`config.mk`:
```
export PLATFORM = sky130hd
export DESIGN_NAME = otter_fetch_queue
export DESIGN_NICKNAME = d
export VERILOG_FILES = /design/src/rtl/otter_fetch_queue.sv
export SDC_FILE = /design/constraint.sdc
export NUM_CORES = 1
export LEC_CHECK = 0
export CAP_MARGIN = 20
export CORE_MARGIN = 5
export CORE_UTILIZATION = 33
export CTS_CLUSTER_SIZE = 8
export DETAILED_ROUTE_END_ITERATION = 6
export DONT_BUFFER_PORTS = 1
export HOLD_SLACK_MARGIN = 0.12
export PLACE_DENSITY = 0.51
export SLEW_MARGIN = 5
export SYNTH_ARGS = -nofsm -noshare
export SYNTH_HDL_FRONTEND = slang
export SYNTH_SLANG_ARGS = --single-unit
```
`constraint.sdc`:
```
create_clock -name CLK -period 8.1 [get_ports CLK]
set_clock_uncertainty 0.2 [all_clocks]
set_input_delay 1.215 -clock CLK [delete_from_list [all_inputs] [get_ports CLK]]
set_output_delay 1.215 -clock CLK [all_outputs]
set_load 0.02 [all_outputs]
```
`src/rtl/otter_fetch_queue.sv`:
```
// OTTER instruction-fetch stage: owns the PC, issues one synchronous imem read per
// cycle under a credit limit, and buffers responses in a small prefetch queue for decode.
module otter_fetch_queue #(
  parameter logic [31:0] RESET_PC = 32'h0000_0000,
  parameter int          DEPTH    = 2
) (
  input  logic        CLK,
  input  logic        RESET,
  input  logic        STALL_D,
  input  logic        FLUSH,
  input  logic [31:0] FLUSH_TARGET,
  output logic        IMEM_RDEN,
  output logic [13:0] IMEM_ADDR,
  input  logic [31:0] IMEM_DOUT,
  output logic        VALID_D,
  output logic [31:0] INSTR_D,
  output logic [31:0] PC_D,
  output logic [31:0] PC_PLUS4_D
);

  localparam int PW = $clog2(DEPTH);
  localparam int CW = $clog2(DEPTH + 1);
  localparam logic [31:0] NOP = 32'h0000_0013;

  typedef logic [PW-1:0] ptr_t;
  typedef logic [CW-1:0] cnt_t;

  logic [31:0] r_fetch_pc;
  logic [31:0] r_req_pc;
  logic        r_inflight;
  ptr_t        r_rd_ptr;
  ptr_t        r_wr_ptr;
  cnt_t        r_count;
  logic [31:0] r_q_instr [DEPTH];
  logic [31:0] r_q_pc    [DEPTH];

  logic        w_pop;
  logic        w_push;
  logic [CW:0] w_credit;

  assign VALID_D = (r_count != '0);
  assign w_pop   = VALID_D & ~STALL_D & ~FLUSH;
  assign w_push  = r_inflight & ~FLUSH;

  // Slots already claimed once this cycle's pop is accounted for; the pop frees
  // a credit combinationally so fetch resumes the same cycle a stall drops.
  assign w_credit  = {1'b0, r_count} + {{CW{1'b0}}, r_inflight} - {{CW{1'b0}}, w_pop};
  assign IMEM_RDEN = ~RESET & ~FLUSH & (w_credit < (CW + 1)'(DEPTH));
  assign IMEM_ADDR = r_fetch_pc[15:2];

  assign INSTR_D    = VALID_D ? r_q_instr[r_rd_ptr]         : NOP;
  assign PC_D       = VALID_D ? r_q_pc[r_rd_ptr]            : 32'h0;
  assign PC_PLUS4_D = VALID_D ? r_q_pc[r_rd_ptr] + 32'd4    : 32'h0;

  // NOTE: state uses non-blocking assignments so every register samples pre-edge values.
  always_ff @(posedge CLK or posedge RESET) begin
    if (RESET) begin
      r_fetch_pc <= RESET_PC;
      r_req_pc   <= 32'h0;
      r_inflight <= 1'b0;
      r_rd_ptr   <= '0;
      r_wr_ptr   <= '0;
      r_count    <= '0;
    end else if (FLUSH) begin
      r_fetch_pc <= FLUSH_TARGET & 32'hFFFF_FFFC;
      r_inflight <= 1'b0;
      r_rd_ptr   <= '0;
      r_wr_ptr   <= '0;
      r_count    <= '0;
    end else begin
      r_inflight <= IMEM_RDEN;
      if (IMEM_RDEN) begin
        r_req_pc   <= r_fetch_pc;
        r_fetch_pc <= r_fetch_pc + 32'd4;
      end
      if (w_push) r_wr_ptr <= r_wr_ptr + ptr_t'(1);
      if (w_pop)  r_rd_ptr <= r_rd_ptr + ptr_t'(1);
      case ({w_push, w_pop})
        2'b10:   r_count <= r_count + cnt_t'(1);
        2'b01:   r_count <= r_count - cnt_t'(1);
        default: r_count <= r_count;
      endcase
    end
  end

  // NOTE: queue storage is not reset; VALID_D masks any stale entry, so a reset
  // here would only add fanout on RESET.
  always_ff @(posedge CLK) begin
    if (w_push) begin
      r_q_instr[r_wr_ptr] <= IMEM_DOUT;
      r_q_pc[r_wr_ptr]    <= r_req_pc;
    end
  end

endmodule

```
Yosys cells after proc, flatten, opt, wreduce, memory -nomap -nowiden
Memory sizes are Yosys's and may differ from the RTL's.
Index checks and enable logic that the tools add are counted.
{"block": "word_totals", "memories": 2, "output_inout_bits": 112, "ram_bits": 128, "in_bits": 68, "wordCells": 47, "register_bits": 69}
{"memory": "r_q_instr", "words": 2, "width": 32, "rd": 1, "rd_clocked_by_memory_dff": 0, "wr": 1, "line_no": "34", "rtl": "logic [31:0] r_q_instr [DEPTH];"}
{"memory": "r_q_pc", "words": 2, "width": 32, "rd": 1, "rd_clocked_by_memory_dff": 0, "wr": 1, "line_no": "35", "rtl": "logic [31:0] r_q_pc [DEPTH];"}
{"block": "classes", "muxes": 14, "bitwise_logic": 8, "n_eq_ne": 2, "n_reduce_logical": 6, "addsub": 8, "n_lt_le_gt_ge": 1}
{"cell": "two-way mux 32 bit", "count": 5}
{"cell": "adder 32 x 3 -> 32 bit, second input constant", "count": 2}
{"cell": "nonzero test 2 bit", "count": 4}
{"cell": "two-way mux 1 bit", "count": 7}
{"cell": "bitwise AND 1 bit", "count": 5}
{"cell": "case mux 2 bit (2 select lines)", "count": 1}
{"cell": "adder 2 x 1 -> 3 bit", "count": 1}
{"cell": "less-than comparator 3 x 2 -> 1 bit, second input constant", "count": 1}
{"cell": "NOT 1 bit", "count": 3}
{"cell": "nonzero test 3 bit", "count": 1}
{"cell": "subtractor 3 x 1 -> 3 bit", "count": 1}
{"cell": "adder 1 bit, second input constant", "count": 2}
{"cell": "adder 2 x 1 -> 2 bit, second input constant", "count": 1}
{"cell": "== test 2 x 1 -> 1 bit, second input constant", "count": 1}
{"cell": "== test 2 bit, second input constant", "count": 1}
{"cell": "two-way mux 2 bit", "count": 1}
{"cell": "AND reduction 2 bit", "count": 1}
{"cell": "subtractor 2 x 1 -> 2 bit, second input constant", "count": 1}

Logic depth before layout (Yosys ltp)
Gate-level depths: netlist of run 1.
{"block": "depth", "word_depth": 8, "mapped_depth": 14, "ltp_nobuf": 11}

Least setup slack after synthesis of run 1
No wires, ideal clock.
{"block": "synth_path", "path_type": "in2reg", "start": "input port FLUSH", "end": "memory r_q_instr[0][0], enable pin", "required_ns": 7.329, "arrival_time_ns": 6.195, "setup_time_ns": 0.571, "path_stages": 3, "slack_ns": 1.134, "cell_sequence": "clkbuf_1 -> buf_1 -> nor3b_1"}
{"block": "synth_between", "elab_chain_len": 4}
{"element": "from (decl)", "line_no": "10", "rtl": "input logic FLUSH,"}
{"element": "NOT 1 bit (no line)"}
{"element": "bitwise AND 1 bit", "line_no": "43", "rtl": "assign w_push = r_inflight & ~FLUSH;"}
{"element": "two-way mux 1 bit", "line_no": "89", "rtl": "if (w_push) begin"}
{"element": "two-way mux 1 bit (not written as such)", "line_no": "90", "rtl": "r_q_instr[r_wr_ptr] <= IMEM_DOUT;"}
{"element": "to (decl)", "line_no": "34"}
No other way between the ends.

Final worst setup path of run 1
{"block": "layout_path", "start": "register r_count[1]", "end": "output port IMEM_RDEN"}
{"block": "layout_between", "elab_chain_len": 6}
{"element": "from (decl)", "line_no": "33", "rtl": "cnt_t r_count;"}
{"element": "from (signal assigned)", "line_no": "79", "rtl": "2'b10: r_count <= r_count + cnt_t'(1);"}
{"element": "from (signal assigned)", "line_no": "80", "rtl": "2'b01: r_count <= r_count - cnt_t'(1);"}
{"element": "from (signal assigned)", "line_no": "81", "rtl": "default: r_count <= r_count;"}
{"element": "nonzero test 2 bit", "line_no": "41", "rtl": "assign VALID_D = (r_count != '0);"}
{"element": "bitwise AND 1 bit (2 in series)", "line_no": "42", "rtl": "assign w_pop = VALID_D & ~STALL_D & ~FLUSH;"}
{"element": "subtractor 3 x 1 -> 3 bit (*)", "line_no": "47", "rtl": "assign w_credit = {1'b0, r_count} + {{CW{1'b0}}, r_inflight} - {{CW{1'b0}}, w_pop};"}
{"element": "less-than comparator 3 x 2 -> 1 bit (*)", "line_no": "48", "rtl": "assign IMEM_RDEN = ~RESET & ~FLUSH & (w_credit < (CW + 1)'(DEPTH));"}
{"element": "bitwise AND 1 bit (*)", "line_no": "48"}
{"element": "to (decl)", "line_no": "12", "rtl": "output logic IMEM_RDEN,"}
Every way passes the cells marked *; elsewhere a longest branch is shown, timed or not.

==> reports/summary.txt, run 1 <==
Power Density: 226.2 mW/mm^2
DRC violations left: 0
Clock root buffer: clkbuf_16
DP Area: 0.009260 mm^2
Worst IR drop on VDD: 0.09004 mV
Number of global-route vias before repair: 5598
Final WL: 21540 um
Slew Limit Fails: 0
Critical Path RT: 6680 ps
FFs w/ async S/R, synth: 34.39%
Post-synth EDFFs: 124
Syn Inst Count: 801
Post-layout power: 0.002219 W
Post-CTS Resized: 0
Clock buffer depth: 2
Final Hold Fails: 0
Crit-path most repeated cell: buf_4
Maxcap violations: 0
Synth cell types: 68
Port bufs: 0
Cell breakdown of the critical path: nor2_4 -> buf_4 -> nor3_1 -> ha_1 -> nand2b_1 -> fa_1 -> xor2_1 -> or4b_2 -> buf_4 -> inv_1
FF/Latch Area: 0.005354 mm^2
Fill cell count: 2714
Synth area leader: edfxtp_1
RSZ-0062 raised after global routing: false
Drt via density: 5.172
Synth warn: 0
Slew HR: 33.26%
CP peak stage delay: 640 ps
Static Leak: 3.567 nW
Crit Path Max Fanout: 79
Multi-input logic area: 0.003390 mm^2
Fin nets: 843
Post-layout instance area: 0.009812 mm^2
Synthesized area: 0.009077 mm^2
Area contributors post-synth: edfxtp_1, dfrtp_1, mux2i_1, nand2_1, nor2_1
Total track usage: 13.69%
Slowest cell on crit path: or4b_2
Core Util, Final: 36.31%
Worst-skew pair later-pin latency: 430 ps
Die width: 175.9 um
Highest clock rate: 185.4 MHz
CTS Sinks: 189
Grt total ovfl: 0
Floorplan row count: 60
Transition time of the tightest slew-check pin: 997.4 ps
RD Place Congestion: 0.7439
Die area: 0.03093 mm^2
Initial DRC count: 336
Synth top area share: 41.02%
Antenna violations before repair: 0
CP Launch Type: flip-flop
TritonRoute pass-1 iters: 5
IO Pins: 180
Detailed-route wire length per cell: 19.16 um
Flops & latches, synth: 189
Die H: 175.9 um
Initial core utilization: 33.59%
Arr. time, crit path: 3980 ps
First-pass GRT wire length: 33230 um
Post-route minimum period: 5395 ps
Reg clk slew, reported paths: 70 ps
Htree depth: 4
Tightest Hold Check Type: flip-flop to flip-flop
Hold buffers post-CTS: 0
Most frequent cell after synthesis: nand2_1
Routed Antenna Nets: 0
Largest net degree at the start of global routing: 80
Area grow syn2layout: 8.091%
N_diodes: 0
CTS buffer count: 17
Ys flop type: edfxtp_1
Mean Syn Cell Area: 11.33 um^2
TNS Setup: 0 ps
Total number of vias: 5813
Setup CP Type: flip-flop to output pin
Setup crit end kind: output pin
Period Utilization, post-route: 66.60%
Post-synth top cells: nand2_1, edfxtp_1, nor2_1
Core Footprint: 0.02703 mm^2
HPWL after detailed placement: 14820 um
Buffers inserted by post-CTS timing repair: 0
Share of layout cells above drive strength 1: 7.791%
Sequential area share after synthesis: 58.94%
Status: finished clean
Final setup fails: 0
CTS tree: yes
## sequential cells by signal, summed over array words and instances, names as in the netlist
signal	flops
r_req_pc	30
r_wr_ptr	1
r_inflight	1
r_count	2
r_q_pc	60
r_rd_ptr	1
r_q_instr	64
r_fetch_pc	30
## worst paths after layout
path	start	endpoint	slack [ps]	depth (start not counted)
worst max-delay path	r_count[1]	IMEM_RDEN	2710	10
worst min-delay path	r_req_pc[28]	r_q_pc[0][28]	280	0
worst max register to register	r_count[1]	r_fetch_pc[12]	3220	12
worst min register to register	r_req_pc[28]	r_q_pc[0][28]	280	0
max in group asynchronous	RESET	r_req_pc[17]	6210	2
min in group asynchronous	RESET	r_fetch_pc[7]	520	1
## metal layers
| layer | part of all wire, % | track usage (%) | wire, um |
|---|---|---|---|
| met1 | 48 | 19.73 | 10390 |
| met2 | 43 | 20.00 | 9287 |
| met3 | 7.6 | 4.563 | 1647 |
| met4 | 0.98 | 3.216 | 210 |
| met5 | 0 | 0 | 0 |
## layout by cell type (no fill, tap or decap), drive strengths merged, types with 6 or more instances in the layout
cell type,count
and2,12
o31ai,6
nand3,28
a21oi,12
mux2,6
dfrtp,65
inv,17
mux2i,66
nand3b,9
and3,12
o21ai,32
buf,7
edfxtp,124
clkbuf,17
nand2b,8
nand2,134
xnor2,12
nor3,10
nor2b,8
nand4,17
a221o,9
nor2,86
xor2,6
## stage by stage
step                setup WS, ps  hold WS (ps)  instances
floorplan                   1134         241.9        804
global placement            3085         255.3       1093
detailed placement          3087         262.7       1093
CTS                         2616         277.6       1124
global route                2430         286.1       1124
finish                      2705         277.3       1124
## where the power goes
| group | switching, W | total (W) | internal, W |
|---|---|---|---|
| Sequential | 0.0000855 | 0.00120 | 0.00112 |
| Clock | 0.000388 | 0.000792 | 0.000405 |
| Combinational | 0.000153 | 0.000224 | 0.0000715 |
| Total | 0.000626 | 0.00222 | 0.00159 |
## cell type report
class / instances / share of cell area (%)
Sequential cell: 189 / 54.57
Clock buffer: 17 / 4.336
Tap cell: 341 / 4.348
Inverter: 10 / 0.3826
Clock inverter: 14 / 1.288
Timing Repair Buffer: 7 / 0.5356
Multi-Input combinational cell: 546 / 34.54
## critical path, delay by kind of cell, from the launching register on
family,cells,cell delay (ps)
buffers and inverters,3,1210
AND/OR/NAND/NOR,4,1010
flip-flops,1,490
XOR/XNOR,1,150
adder cells (fa/ha/maj),2,680
## logic make-up after synthesis
group / count (synthesis) / synth area share [%]
AOI/OAI and AO/OA: 95 / 7.223
xor gates and xnor gates: 18 / 1.737
adders and majority gates: 4 / 0.6341
buffers and inverters: 69 / 3.997
DFF: 189 / 58.94
muxes: 72 / 8.063
other: 1 / 0.04131
and+or+nand+nor: 353 / 19.37
Power figures use the tool's default switching activity.
==> run 2: changes to the inputs <==
--- a/config.mk
+++ b/config.mk
@@ -12,7 +12,7 @@
 export DETAILED_ROUTE_END_ITERATION = 6
 export DONT_BUFFER_PORTS = 1
 export HOLD_SLACK_MARGIN = 0.12
-export PLACE_DENSITY = 0.51
+export PLACE_DENSITY = 0.52
 export SLEW_MARGIN = 5
 export SYNTH_ARGS = -nofsm -noshare
 export SYNTH_HDL_FRONTEND = slang
==> constraint.sdc (replaced) <==
create_clock -name CLK -period 4.85 [get_ports CLK]
set_clock_uncertainty 0.2 [all_clocks]
set_input_delay 0.7275 -clock CLK [delete_from_list [all_inputs] [get_ports CLK]]
set_output_delay 0.7275 -clock CLK [all_outputs]
set_load 0.02 [all_outputs]
==> run 2 against run 1 <==
Global-route usage rose by 0.58 points. Die area is the same. Critical endpoint is now PC_PLUS4_D[24]. Clock-buffer cell count increased by 1. Cell count grew 1.2%. Highest routed layer unchanged. Largest cell class unchanged. Utilization increased by 0.52 points. Sequential share of layout area is 0.77 points lower.
==> reports/summary.txt, run 2 (synthesis gave the netlist of run 1 again) <==
Status: finished clean
Post-CTS Resized: 0 (unchanged)
CTS Sinks: 189 (unchanged)
Slowest cell on crit path: dfrtp_4
CP peak stage delay: 800 ps (+160 ps)
HPWL after detailed placement: 15330 um (+3.4%)
Hold slack final: 157.4 ps (-119.9 ps)
Clock root buffer: clkbuf_16
Fin nets: 855 (+1.4%)
Highest clock rate: 233.2 MHz
Slew HR: 32.67% (-0.59 points)
Clock buffer depth: 2 (unchanged)
CTS buffer count: 17 (unchanged)
Cell breakdown of the critical path: mux2i_1 -> inv_1 -> ha_1 -> and2b_1 -> nand4_2 -> nor4b_2 -> mux2_1
Worst IR drop on VDD: 0.1724 mV (+91%)
IO Pins: 180 (unchanged)
Commonest non-fill, non-tap cell in the layout: nand2_1
Hold buffers post-CTS: 0 (unchanged)
Initial core utilization: 33.59% (unchanged)
First-pass GRT wire length: 34770 um (+4.6%)
Period Utilization, post-route: 88.41%
Max reg flops: 64 (unchanged)
Grt total ovfl: 0 (unchanged)
Core Footprint: 0.02703 mm^2 (unchanged)
DRC violations left: 0 (unchanged)
Drt via density: 5.175 (about the same)
Die H: 175.9 um (unchanged)
Slew Limit Fails: 0 (unchanged)
Power Density: 380.6 mW/mm^2 (+68%)
Setup CP Type: flip-flop to output pin
Total track usage: 14.26% (+0.58 points)
Static Leak: 3.651 nW (+2.4%)
TNS Setup: 0 ps (unchanged)
Share of layout cells above drive strength 1: 9.296% (+1.5 points)
CP Launch Type: flip-flop
RD Place Congestion: 0.7410 (-0.39%)
Setup crit end kind: output pin
Final WL: 22020 um (+2.2%)
Most flop-heavy register: r_q_instr
Crit Path Max Fanout: 42 (-47%)
N_diodes: 0 (unchanged)
Reg clk slew, reported paths: 80 ps (about the same)
Antenna violations before repair: 0 (unchanged)
Worst path bufs/invs: 1 (-2)
Area grow syn2layout: 9.635%
Port bufs: 0 (unchanged)
Die area: 0.03093 mm^2 (unchanged)
RSZ-0062 raised after global routing: false
CP top delay family: simple AND/OR/NAND/NOR gates
Tightest Hold Check Type: input port to async pin
Detailed-route wire length per cell: 19.37 um (+1.1%)
Transition time of the tightest slew-check pin: 1006 ps (+8.856 ps)
Post-route minimum period: 4288 ps
Die width: 175.9 um (unchanged)
Routed Antenna Nets: 0 (unchanged)
Initial DRC count: 292 (-13%)
CTS tree: yes
Critical Path RT: 3920 ps (-2760 ps)
Fill cell count: 2664 (-1.8%)
Floorplan row count: 60 (unchanged)
Arr. time, crit path: 3360 ps (-620 ps)
Biggest regs: r_q_instr: 64 flops, r_q_pc: 60 flops
Worst-skew pair later-pin latency: 430 ps (about the same)
Buffers inserted by post-CTS timing repair: 0 (unchanged)
Total number of vias: 5884 (+1.2%)
Final Hold Fails: 0 (unchanged)
Maxcap violations: 0 (unchanged)
Number of global-route vias before repair: 5891 (+5.2%)
Final setup fails: 0 (unchanged)
Most frequent cells in the layout: nand2_1, edfxtp_1, nor2_1, mux2i_1, dfrtp_1
Largest net degree at the start of global routing: 79 (-1.3%)
TritonRoute pass-1 iters: 4 (-1)
Htree depth: 4 (unchanged)
-- run 2: metrics by stage --
step | cell area (um^2) | power [W] | instances | util, % | setup WS (ps)
after floorplan | 9094 | 0.002335 | 804 | - | 465.0
final | 9952 | 0.003787 | 1137 | 36.82 | 562.3
after global routing | 9952 | 0.003964 | 1137 | 36.82 | 273.2
after CTS | 9952 | 0.003837 | 1137 | 36.82 | 492.0
after detailed placement | 9369 | 0.002442 | 1105 | 34.67 | 699.4
after global placement | 9369 | 0.002431 | 1105 | 34.67 | 729.2
-- run 2: final cells by class --
class,count,area (um^2),area share (%)
sequential,189,5354,53.80
timing repair buffer,19,155.1,1.559
clock inverter,14,153.9,1.546
multi-input combinational,546,3396,34.12
inverter,10,37.54,0.3772
tap,341,426.7,4.287
clock buffer,18,429.2,4.312
-- run 2: power by group --
part | switching (W) | internal [W]
clock | 0.000658 | 0.000732
combinational | 0.000259 | 0.000127
sequential | 0.000146 | 0.00187
total | 0.00106 | 0.00272
-- run 2: layer usage --
layer  GRT usage [%]  up-vias  share of wire (%)
met3           4.606       18                7.6
met5               0        -                  0
met1           20.17     2853                 48
li1                -     2838                  -
met4           3.996        0                1.3
met2           21.09      175                 43
-- run 2: final timing paths --
path / from / to / slack, ps / depth (start not counted)
worst max-delay path: r_rd_ptr / PC_PLUS4_D[24] / 560 / 7
worst min-delay path: RESET / r_fetch_pc[16] / 160 / 1
worst max register to register: r_count[1] / r_fetch_pc[12] / 930 / 11
worst min register to register: r_req_pc[30] / r_q_pc[1][30] / 270 / 0
max in group asynchronous: RESET / r_rd_ptr / 3380 / 2
min in group CLK: FLUSH / r_count[0] / 160 / 1
